`src/rtl/micro_sequencer.sv`:
```
// micro_sequencer: parametrised microprogram sequencer with conditional wait and micro-subroutine return stack
//   clk         clock, all state updates on posedge
//   reset       synchronous active-low reset
//   cond        condition inputs, selected by the csel field
//   decode_addr entry address used by DECODE words
//   uword       microstore data at uaddr (combinational read)
//   uaddr       next microaddress to the microstore (combinational)
//   ctl         control field of the registered microword
//   cur_state   address of the registered microword
//   stack_err   sticky return-stack overflow/underflow flag
// Define MICRO_SEQ_STACK_EN to build the return stack (CALL/RET/CRET, stack_err).
module micro_sequencer #(
  parameter int AW = 7,
  parameter int CW = 20,
  parameter int NCOND = 4,
  parameter int STACK_DEPTH = 4,
  localparam int CSW = $clog2(NCOND),
  localparam int MW = 4 + CSW + CW + AW
) (
  input  logic clk,
  input  logic reset,
  input  logic [NCOND-1:0] cond,
  input  logic [AW-1:0] decode_addr,
  input  logic [MW-1:0] uword,
  output logic [AW-1:0] uaddr,
  output logic [CW-1:0] ctl,
  output logic [AW-1:0] cur_state,
  output logic stack_err
);
  localparam logic [MW-1:0] NOP = {3'd1, {(MW-3){1'b0}}};
  if (NCOND < 2 || STACK_DEPTH < 1) begin : g_cfg_check
    $error("micro_sequencer: NCOND must be >= 2 and STACK_DEPTH >= 1");
  end
  logic [MW-1:0] cr;
  logic [2:0] op;
  logic inv;
  logic [CSW-1:0] csel;
  logic [AW-1:0] target, nxt, ret_addr;
  logic sts;
  assign {op, inv, csel, ctl, target} = cr;
  assign nxt = cur_state + AW'(1);
  // csel values beyond the populated conditions read as 0 before inversion
  assign sts = ((32'(csel) < NCOND) ? cond[csel] : 1'b0) ^ inv;
`ifdef MICRO_SEQ_STACK_EN
  localparam int SPW = $clog2(STACK_DEPTH + 1);
  localparam int IW = STACK_DEPTH > 1 ? $clog2(STACK_DEPTH) : 1;
  logic [AW-1:0] stk [STACK_DEPTH];
  logic [SPW-1:0] sp;
  logic pop_req, push, pop, err_set, err_q;
  assign pop_req = op == 3'd6 || (op == 3'd7 && sts);
  assign push = op == 3'd5 && 32'(sp) < STACK_DEPTH;
  assign pop = pop_req && sp != '0;
  // full CALL still jumps but drops the push; empty RET falls back to address 0
  assign err_set = (op == 3'd5 && !push) || (pop_req && sp == '0);
  assign ret_addr = pop ? stk[IW'(sp - SPW'(1))] : '0;
  assign stack_err = err_q;
  always_ff @(posedge clk)
    if (!reset) begin
      sp <= '0;
      err_q <= 1'b0;
    end else begin
      sp <= push ? sp + SPW'(1) : pop ? sp - SPW'(1) : sp;
      err_q <= err_q | err_set;
    end
  always_ff @(posedge clk)
    if (reset && push) stk[sp[IW-1:0]] <= nxt;
`else
  assign ret_addr = '0;
  assign stack_err = 1'b0;
`endif
  always_ff @(posedge clk)
    if (!reset) begin
      cr <= NOP;
      cur_state <= '0;
    end else begin
      cr <= uword;
      cur_state <= uaddr;
    end
  always_comb
    uaddr = op == 3'd0 ? decode_addr :
            (op == 3'd1 || op == 3'd5) ? target :
            op == 3'd3 ? (sts ? target : nxt) :
            op == 3'd4 ? (sts ? nxt : cur_state) :
            op == 3'd6 ? ret_addr :
            op == 3'd7 ? (sts ? ret_addr : nxt) : nxt;
endmodule

```
`config.mk`:
```
export PLATFORM = sky130hd
export DESIGN_NAME = micro_sequencer
export DESIGN_NICKNAME = d
export VERILOG_FILES = /design/src/rtl/micro_sequencer.sv
export SDC_FILE = /design/constraint.sdc
export NUM_CORES = 1
export LEC_CHECK = 0
export BUFFER_PORTS_ARGS = -buffer_cell sky130_fd_sc_hd__buf_2
export CORE_MARGIN = 5
export CORE_UTILIZATION = 43
export CTS_CLUSTER_SIZE = 20
export DETAILED_ROUTE_END_ITERATION = 8
export PLACE_DENSITY = 0.77
export SYNTH_ARGS = -nofsm -noshare
export SYNTH_HDL_FRONTEND = slang
export SYNTH_SLANG_ARGS = --single-unit
export TNS_END_PERCENT = 10
```
`constraint.sdc`:
```
create_clock -name clk -period 2.6 [get_ports clk]
set_input_delay 0.39 -clock clk [delete_from_list [all_inputs] [get_ports clk]]
set_output_delay 0.39 -clock clk [all_outputs]
set_load 0.03 [all_outputs]
```
==> results of run 1 <==
[state kept, by name, summed over array words and instances (netlist names)]
register and flops:
cur_state 7, cr 33
[through the flow]
stage / TNS [ps] / power (mW) / area (um2) / worst slack (ps)
floorplan: 0 / 0.941 / 1980 / 13.5
global placement: 0 / 1.02 / 2280 / 3.85
detailed placement: -2.63 / 1.03 / 2280 / -2.63
CTS: -688 / 1.60 / 2510 / -139
global route: -1340 / 1.68 / 2550 / -214
finish: -544 / 1.60 / 2550 / -104
[logic make-up after synthesis]
logic type               synth area share (%)
AND/OR/NAND/NOR                          21.5
buffers and inverters                    13.5
AO/OA/AOI/OAI                            17.1
flip-flops                               40.6
multiplexers                             2.79
adder cells (fa/ha/maj)                  1.27
other                                   0.190
XOR/XNOR                                 3.05
[synthesized netlist by cell type (3+ instances only)]
master,n
nor2_1,21
and2_1,33
xnor2_1,5
dfxtp_1,40
nand2_1,10
o31ai_1,4
nand2b_1,3
clkbuf_1,10
buf_4,22
a21oi_1,17
a31oi_1,8
o21ai_0,11
inv_1,11
[path summary, 6_finish.rpt]
| kind | from | end | slack, ps |
|---|---|---|---|
| setup / recovery | cr[27] | uaddr[3] | -100 |
| setup reg to reg | cr[27] | cur_state[0] | 370 |
| hold reg to reg | cr[2] | cur_state[2] | 660 |
| hold / removal | uword[30] | cr[30] | 290 |
[metal layers]
metal / up-vias / share of wire [%] / track usage [%]
met3: 2 / 10 / 6.48
li1: 880 / - / -
met4: 0 / 0.53 / 4.64
met1: 818 / 41 / 19.0
met2: 80 / 48 / 24.8
met5: - / 0 / 0
[power by group through the flow]
stage	Clock, mW	Combinational [mW]	Sequential (mW)
detailed placement	0	0.337	0.689
finish	0.528	0.393	0.677
CTS	0.544	0.377	0.676
global route	0.576	0.425	0.683
floorplan	0	0.241	0.700
global placement	0	0.332	0.688
[what timing repair did]
action / CTS / global route
setup buffers: 2 / 2
pin swaps: 8 / 6
endpoints found under the setup margin: 6 / 7
hold buffers: 0 / 0
resized for setup: 24 / 11
[final cells by class]
cell class | count | share of cell area, %
clock buffers | 6 | 3.23
repair buffers | 90 | 20.1
multi-input cells | 147 | 39.5
flip-flops and latches | 40 | 31.4
inverters | 11 | 1.62
clock inverters | 2 | 1.52
well taps | 52 | 2.55
==> impl_metrics.py, run 1 <==
metrics = {
    "global_routing": {
        "grt_start_max_net_pins": 41,
        "track_usage_pct": 15.5,
        "grt_pass1_wl_mm": 7.61,
        "antenna_found_initial": 0,
        "grt_pass1_vias": 1654,
        "overflow": 0,
    },
    "timing": {
        "fin_crit_ps": 2700,
        "hold_viol": 0,
        "finalClockSkew_ps": 4.73,
        "relSlewSlack_pct": 63.2,
        "setup_violations": 7,
        "rsz0062_at_grt": "true",
        "hold_ws_ps": 286,
        "worstMarginPinSlew_ps": 550,
        "post-route-period-util_pct": 104,
        "slew_viol_final": 0,
        "clock.fmax_ghz": 0.370,
        "timing.final.ws_setup_ps": -104,
    },
    "floorplan": {
        "start_util_pct": 44.7,
        "die_x_um": 77.7,
        "coreArea_um2": 4410,
        "die_area_um2": 6040,
        "pin_count": 81,
        "placementRows": 24,
        "fp.dieH_um": 77.7,
    },
    "layout": {
        "nets": 343,
        "utilization_pct": 57.9,
        "final_common_cell": "buf_2",
        "layout_common_cells": "buf_2 (72), dfxtp_1 (39), and2_1 (33)",
        "fin_cells": 348,
        "seqCellArea_um2": 802,
        "area_growth_syn_to_layout_pct": 29.5,
        "multi_input_area_um2": 1010,
        "diodes": 0,
        "layout.filler_cells": 404,
        "drive_above_1_share_pct": 40.5,
    },
    "pwr": {
        "swShare_pct": 29.1,
        "p_comb_share_pct": 24.6,
        "irDropWorstVdd_mv": 0.427,
        "seqPwrFrac_pct": 42.4,
        "clock_power_share_pct": 33.0,
        "p_int_mw": 1.13,
        "p_per_area_nw_per_um2": 626,
        "total_leakage_power_nw": 1.15,
        "power.switching_mw": 0.466,
    },
    "synth": {
        "syn_area_per_cell_um2": 8.46,
        "synthArstFlopShare_pct": 0,
        "ys_seq_area_share_pct": 40.6,
        "synth_cells": 233,
        "synth_top_area_share_pct": 40.6,
        "synth_cell_type_count": 41,
        "synthTopCellsByArea": "dfxtp_1 (41%), and2_1 (10%), buf_4 (8.4%), a21oi_1 (4.3%), nor2_1 (4.0%)",
        "synth_edf_count": 0,
        "synth_ff_type": "dfxtp_1",
        "synth_top_area_cell": "dfxtp_1",
        "ys.warnings.count": 0,
        "synth_area_um2": 1970,
        "synth_seq_cells": 40,
        "syn_nets": 281,
    },
    "clock_tree": {
        "cts_root_buffer": "clkbuf_8",
        "clk_pin_slew_ps": 80,
        "cts.sinks": 40,
        "cts_buffers": 5,
        "ctsHtreeMaxLevel": 2,
        "cts_tree": "yes",
        "worstSkewPairLatency_ps": 290,
        "clockBufferDepth": 2,
    },
    "critical_path": {
        "cp.depth": 7,
        "rr_worst_depth": 9,
        "critPathMaxStageDelay_ps": 550,
        "slowest_stage": "mux4_2",
        "critPathRequiredTime_ps": 2210,
        "worst-path-buf-inv": 2,
        "end_kind": "output pin",
        "crit_chain": "mux4_2, xnor2_4, buf_6, and3_2, o31ai_2, a21oi_1, buf_4",
        "critPathLaunchType": "flop",
        "cpLargestDelayFamily": "multiplexers",
        "crit_type": "reg -> out",
        "cp_max_fo": 8,
        "cp_data_arrival_time_ps": 2310,
    },
    "placement": {
        "port_buffers": 79,
        "post-place-cells": 337,
        "gp_congestion": 0.883,
        "dp_hpwl_mm": 3.42,
    },
    "drt": {
        "vias": 1780,
        "wl_mm": 4.74,
        "drc": 0,
        "drt-initial-drc-count": 135,
        "via_per_inst": 5.11,
        "wl_per_cell_um": 13.6,
        "dr.pass1.iters": 4,
        "ant_nets": 0,
    },
    "outcome": {
        "violations": "setup timing",
        "status": "complete, but fails checks",
    },
    "job": {
        "cap_violations": 0,
    },
    "hold_path": {
        "min_path_cells": 2,
        "min_path_type": "in -> reg",
    },
}
Note: power is estimated with default switching activity, not from simulation.
==> inputs of run 2 (changes only) <==
CAP_MARGIN = 20   (was not set)
PLACE_DENSITY = not set   (was 0.77)
PLACE_DENSITY_LB_ADDON = 0.12   (was not set)
==> run 2 against run 1 <==
The run still ends with setup timing left; non-clock buffer count grew 2; clock-buffer cell count is the same; wire length shrank 0.17%; die area is the same; flip-flop and latch count is the same.
==> impl_metrics.py, run 2 (synthesis results as in run 1) <==
metrics = {
    "layout": {
        "largest_reg_flops": 33,
        "diodes": 0,
        "nets": 345,
        "multi_input_area_um2": 1030,
        "fin_cells": 350,
        "seqCellArea_um2": 802,
        "top_regs": "cr (33), cur_state (7)",
        "final_common_cell": "buf_2",
        "layout.filler_cells": 419,
        "drive_above_1_share_pct": 41.3,
        "top_register": "cr",
        "layout_common_cells": "buf_2 (73), dfxtp_1 (39), and2_1 (33)",
        "area_growth_syn_to_layout_pct": 31.0,
    },
    "clock_tree": {
        "cts_hold_buf": 0,
        "ctsHtreeMaxLevel": 2,
        "worstSkewPairLatency_ps": 290,
        "cts_tree": "yes",
        "cts_root_buffer": "clkbuf_8",
        "cts.sinks": 40,
        "cts_buffers": 5,
        "clockBufferDepth": 2,
        "clk_pin_slew_ps": 80,
    },
    "drt": {
        "wl_mm": 4.73,
        "drt-initial-drc-count": 82,
        "drc": 0,
        "wl_per_cell_um": 13.5,
        "vias": 1722,
        "dr.pass1.iters": 4,
        "ant_nets": 0,
        "via_per_inst": 4.92,
    },
    "hold_path": {
        "min_path_type": "in -> reg",
        "min_to": "cr[30]",
        "worstHoldStart": "uword[30]",
        "min_path_cells": 2,
    },
    "critical_path": {
        "critPathLaunchType": "flop",
        "cp_max_fo": 7,
        "cp_data_arrival_time_ps": 2310,
        "r2r_setup_slack_ps": 530,
        "crit_type": "reg -> out",
        "r2r_end": "cur_state[1]",
        "rr_worst_depth": 7,
        "end_kind": "output pin",
        "critPathRequiredTime_ps": 2210,
        "rr_startpoint": "cr[27]",
    },
    "timing": {
        "hold_ws_ps": 293,
        "relSlewSlack_pct": 55.3,
        "hold_viol": 0,
        "fin_crit_ps": 2700,
        "rsz0062_at_grt": "true",
        "finalClockSkew_ps": 10.9,
        "post-route-period-util_pct": 104,
        "slew_viol_final": 0,
        "setup_violations": 7,
        "worstMarginPinSlew_ps": 667,
        "timing.final.ws_setup_ps": -96.9,
        "clock.fmax_ghz": 0.371,
    },
    "outcome": {
        "status": "complete, but fails checks",
        "violations": "setup timing",
    },
    "floorplan": {
        "die_area_um2": 6040,
        "fp.dieH_um": 77.7,
        "start_util_pct": 44.7,
        "die_x_um": 77.7,
        "coreArea_um2": 4410,
        "placementRows": 24,
        "pin_count": 81,
    },
    "job": {
        "cap_violations": 0,
    },
    "pwr": {
        "p_per_area_nw_per_um2": 623,
        "irDropWorstVdd_mv": 0.375,
        "total_leakage_power_nw": 1.17,
    },
    "placement": {
        "post-place-cells": 340,
        "gp_congestion": 0.860,
        "dp_hpwl_mm": 3.36,
        "port_buffers": 79,
    },
    "global_routing": {
        "antenna_found_initial": 0,
        "grt_start_max_net_pins": 41,
        "overflow": 0,
        "grt_pass1_vias": 1614,
        "grt_pass1_wl_mm": 7.45,
        "track_usage_pct": 14.9,
    },
}
run 2: timing repair:
item / CTS / global route
pin swaps: 7 / 8
resized for setup: 27 / 9
endpoints found under the setup margin: 7 / 7
cloned: 1 / 0
setup buffers: 0 / 1
run 2: critical path, cell delays in order (launching register included):
cell and delay (ps):
dfxtp_2 330, mux4_2 550, xnor2_4 230, buf_6 170
mux2_2 340, a2bb2oi_2 140, a21oi_1 80, buf_4 170
run 2: worst max-delay path by stage:
stage / from / endpoint
detailed placement: cond[3] / uaddr[3]
finish: cr[27] / uaddr[3]
floorplan: cur_state[0] / uaddr[6]
global placement: cond[3] / uaddr[2]
CTS: cr[27] / uaddr[0]
global route: cr[27] / uaddr[5]
run 2: power by group:
part / internal (mW) / switching [mW]
sequential: 0.649 / 0.0292
combinational: 0.170 / 0.221
clock: 0.314 / 0.225
total: 1.13 / 0.475
run 2: area by class of cell:
| class | instances | area share, % |
|---|---|---|
| clock buffers | 6 | 3.20 |
| repair buffers | 92 | 20.2 |
| multi-input cells | 147 | 39.9 |
| inverters | 11 | 1.60 |
| well taps | 52 | 2.52 |
| clock inverters | 2 | 1.50 |
| flip-flops and latches | 40 | 31.0 |
run 2: stage by stage:
stage / utilization, % / power, mW / cell area, um2 / setup slack [ps] / TNS (ps)
2_1_floorplan: - / 0.941 / 1980 / 13.5 / 0
3_3_place_gp: 52.1 / 1.03 / 2300 / 15.0 / 0
3_5_place_dp: 52.1 / 1.03 / 2300 / -3.72 / -3.72
4_1_cts: 57.3 / 1.61 / 2530 / -127 / -696
5_1_grt: 58.5 / 1.70 / 2580 / -195 / -1210
6_report: 58.5 / 1.61 / 2580 / -96.9 / -471
run 2: per-layer routing:
| metal | wire (um) | up-vias | global-route usage (%) |
|---|---|---|---|
| met5 | 0 | - | 0 |
| met3 | 394 | 4 | 5.09 |
| met4 | 23 | 0 | 2.92 |
| li1 | - | 888 | - |
| met2 | 2250 | 60 | 24.2 |
| met1 | 2070 | 770 | 19.4 |
==> inputs of run 3 (changes only) <==
GPL_TIMING_DRIVEN = 0   (was not set)
==> run 3 against run 2 <==
The flow still finishes with violations (setup timing); cell count increased by 9.1%; non-clock buffer count increased by 32; power increased by 2.0%; critical path type unchanged; largest cell class unchanged; highest routed layer unchanged.
==> impl_metrics.py, run 3 (synthesis results as in run 1) <==
metrics = {
    "outcome": {
        "status": "complete, but fails checks",
        "violations": "setup timing",
    },
    "pwr": {
        "p_per_area_nw_per_um2": 588,
        "irDropWorstVdd_mv": 0.296,
        "total_leakage_power_nw": 1.30,
    },
    "floorplan": {
        "start_util_pct": 44.7,
        "coreArea_um2": 4410,
        "fp.dieH_um": 77.7,
        "placementRows": 24,
        "die_x_um": 77.7,
        "pin_count": 81,
        "die_area_um2": 6040,
    },
    "global_routing": {
        "grt_pass1_wl_mm": 8.15,
        "antenna_found_initial": 0,
        "overflow": 0,
        "grt_pass1_vias": 1793,
        "grt_start_max_net_pins": 15,
        "track_usage_pct": 16.5,
    },
    "critical_path": {
        "critPathRequiredTime_ps": 2210,
        "r2r_setup_slack_ps": -110,
        "cpLargestDelayFamily": "multiplexers",
        "end_kind": "output pin",
        "slowest_stage": "mux4_2",
        "crit_chain": "mux4_2, xnor2_4, buf_6, buf_8, ha_4, o21ai_2, o21ai_2, a221oi_2, nor2_2, buf_6",
        "critPathMaxStageDelay_ps": 550,
        "cp_max_fo": 3,
        "cp_data_arrival_time_ps": 2420,
        "worst-path-buf-inv": 3,
        "r2r_end": "cur_state[0]",
        "rr_startpoint": "cr[27]",
        "critPathLaunchType": "flop",
        "rr_worst_depth": 16,
        "crit_type": "reg -> out",
    },
    "timing": {
        "finalClockSkew_ps": 9.02,
        "post-route-period-util_pct": 108,
        "fin_crit_ps": 2810,
        "slew_viol_final": 0,
        "hold_ws_ps": 284,
        "rsz0062_at_grt": "true",
        "clock.fmax_ghz": 0.356,
        "timing.final.ws_setup_ps": -209,
        "setup_violations": 7,
        "finalSetupTns_ps": -878,
        "hold_viol": 0,
    },
    "drt": {
        "wl_per_cell_um": 13.2,
        "ant_nets": 0,
        "vias": 1866,
        "via_per_inst": 4.88,
        "dr.pass1.iters": 4,
        "wl_mm": 5.02,
        "drc": 0,
        "drt-initial-drc-count": 80,
    },
    "clock_tree": {
        "ctsHtreeMaxLevel": 2,
        "cts_buffers": 5,
        "cts_tree": "yes",
        "clk_pin_slew_ps": 90,
        "cts_root_buffer": "clkbuf_8",
        "worstSkewPairLatency_ps": 300,
        "clockBufferDepth": 2,
        "cts.sinks": 40,
    },
    "layout": {
        "diodes": 0,
        "drive_above_1_share_pct": 44.2,
        "layout.filler_cells": 410,
        "largest_reg_flops": 33,
        "top_regs": "cr (33), cur_state (7)",
        "utilization_pct": 63.2,
        "nets": 377,
        "final_common_cell": "buf_2",
        "seqCellArea_um2": 802,
        "multi_input_area_um2": 1010,
        "top_register": "cr",
        "design_area_um2": 2790,
        "area_growth_syn_to_layout_pct": 41.5,
        "fin_cells": 382,
        "layout_common_cells": "buf_2 (73), dfxtp_1 (39), and2_1 (33)",
    },
    "placement": {
        "dp_hpwl_mm": 3.60,
        "port_buffers": 78,
        "post-place-cells": 363,
        "gp_congestion": 0.865,
        "placedInstanceArea_um2": 2440,
    },
    "job": {
        "cap_violations": 0,
    },
    "hold_path": {
        "min_to": "cr[30]",
        "worstHoldStart": "uword[30]",
        "min_path_cells": 2,
        "min_path_type": "in -> reg",
    },
}
-- run 3: cell count changes in the layout (fill, tap and decap cells not counted), sizes merged --
| cell | delta |
|---|---|
| clkinv | -1 |
| buf | +22 |
| inv | +1 |
| clkinvlp | +1 |
| clkbuf | +9 |
-- run 3: cell type report --
cell class                      count  share of cell area [%]
Inverter                           11                    1.48
Clock buffer                        5                    2.47
Multi-Input combinational cell    147                    36.1
Sequential cell                    40                    28.7
Tap cell                           52                    2.33
Timing Repair Buffer               89                    18.9
Buffer                             35                    8.30
Clock inverter                      3                    1.66
-- run 3: report_power, final --
| group | switching (mW) | total (mW) | internal [mW] |
|---|---|---|---|
| clock | 0.238 | 0.527 | 0.289 |
| combinational | 0.235 | 0.440 | 0.205 |
| sequential | 0.0245 | 0.674 | 0.649 |
-- run 3: per-stage QoR --
step                      total power [mW]  worst slack [ps]
after global routing                  1.73              -329
final                                 1.64              -209
after global placement                1.04              -356
after detailed placement              1.05              -372
after CTS                             1.64              -247
after floorplan                      0.941              13.5
-- run 3: timing repair --
action                     in CTS  in global routing
hold buffers                    0                  0
setup endpoints to repair       6                  8
resized for setup              26                 14
pin swaps                       8                  6
buffers inserted               11                  0
-- run 3: how the worst max path moves through the flow --
stage	endpoint	from	depth (start not counted)
finish	uaddr[0]	cr[27]	10
detailed placement	uaddr[0]	cond[3]	11
floorplan	uaddr[6]	cur_state[0]	6
global placement	uaddr[0]	cond[3]	11
CTS	uaddr[0]	cr[27]	10
global route	uaddr[0]	cr[27]	10
-- run 3: worst register-to-register path: stages, from the launching register on --
cell      delay, ps
dfxtp_2         330
mux4_2          550
xnor2_4         160
buf_6           130
buf_8           120
ha_4            230
o21ai_2         110
o21ai_2          70
a221oi_2        230
buf_4           160
buf_6            80
buf_6            80
buf_6            80
buf_6            80
buf_6            80
buf_6            80
nor3b_2          30
-- run 3: metal layers --
layer	GRT usage, %	vias to the layer above	wire, um
li1	-	951	-
met1	20.6	832	2060
met2	27.3	73	2430
met3	5.09	10	458
met4	4.64	0	74
met5	0	-	0
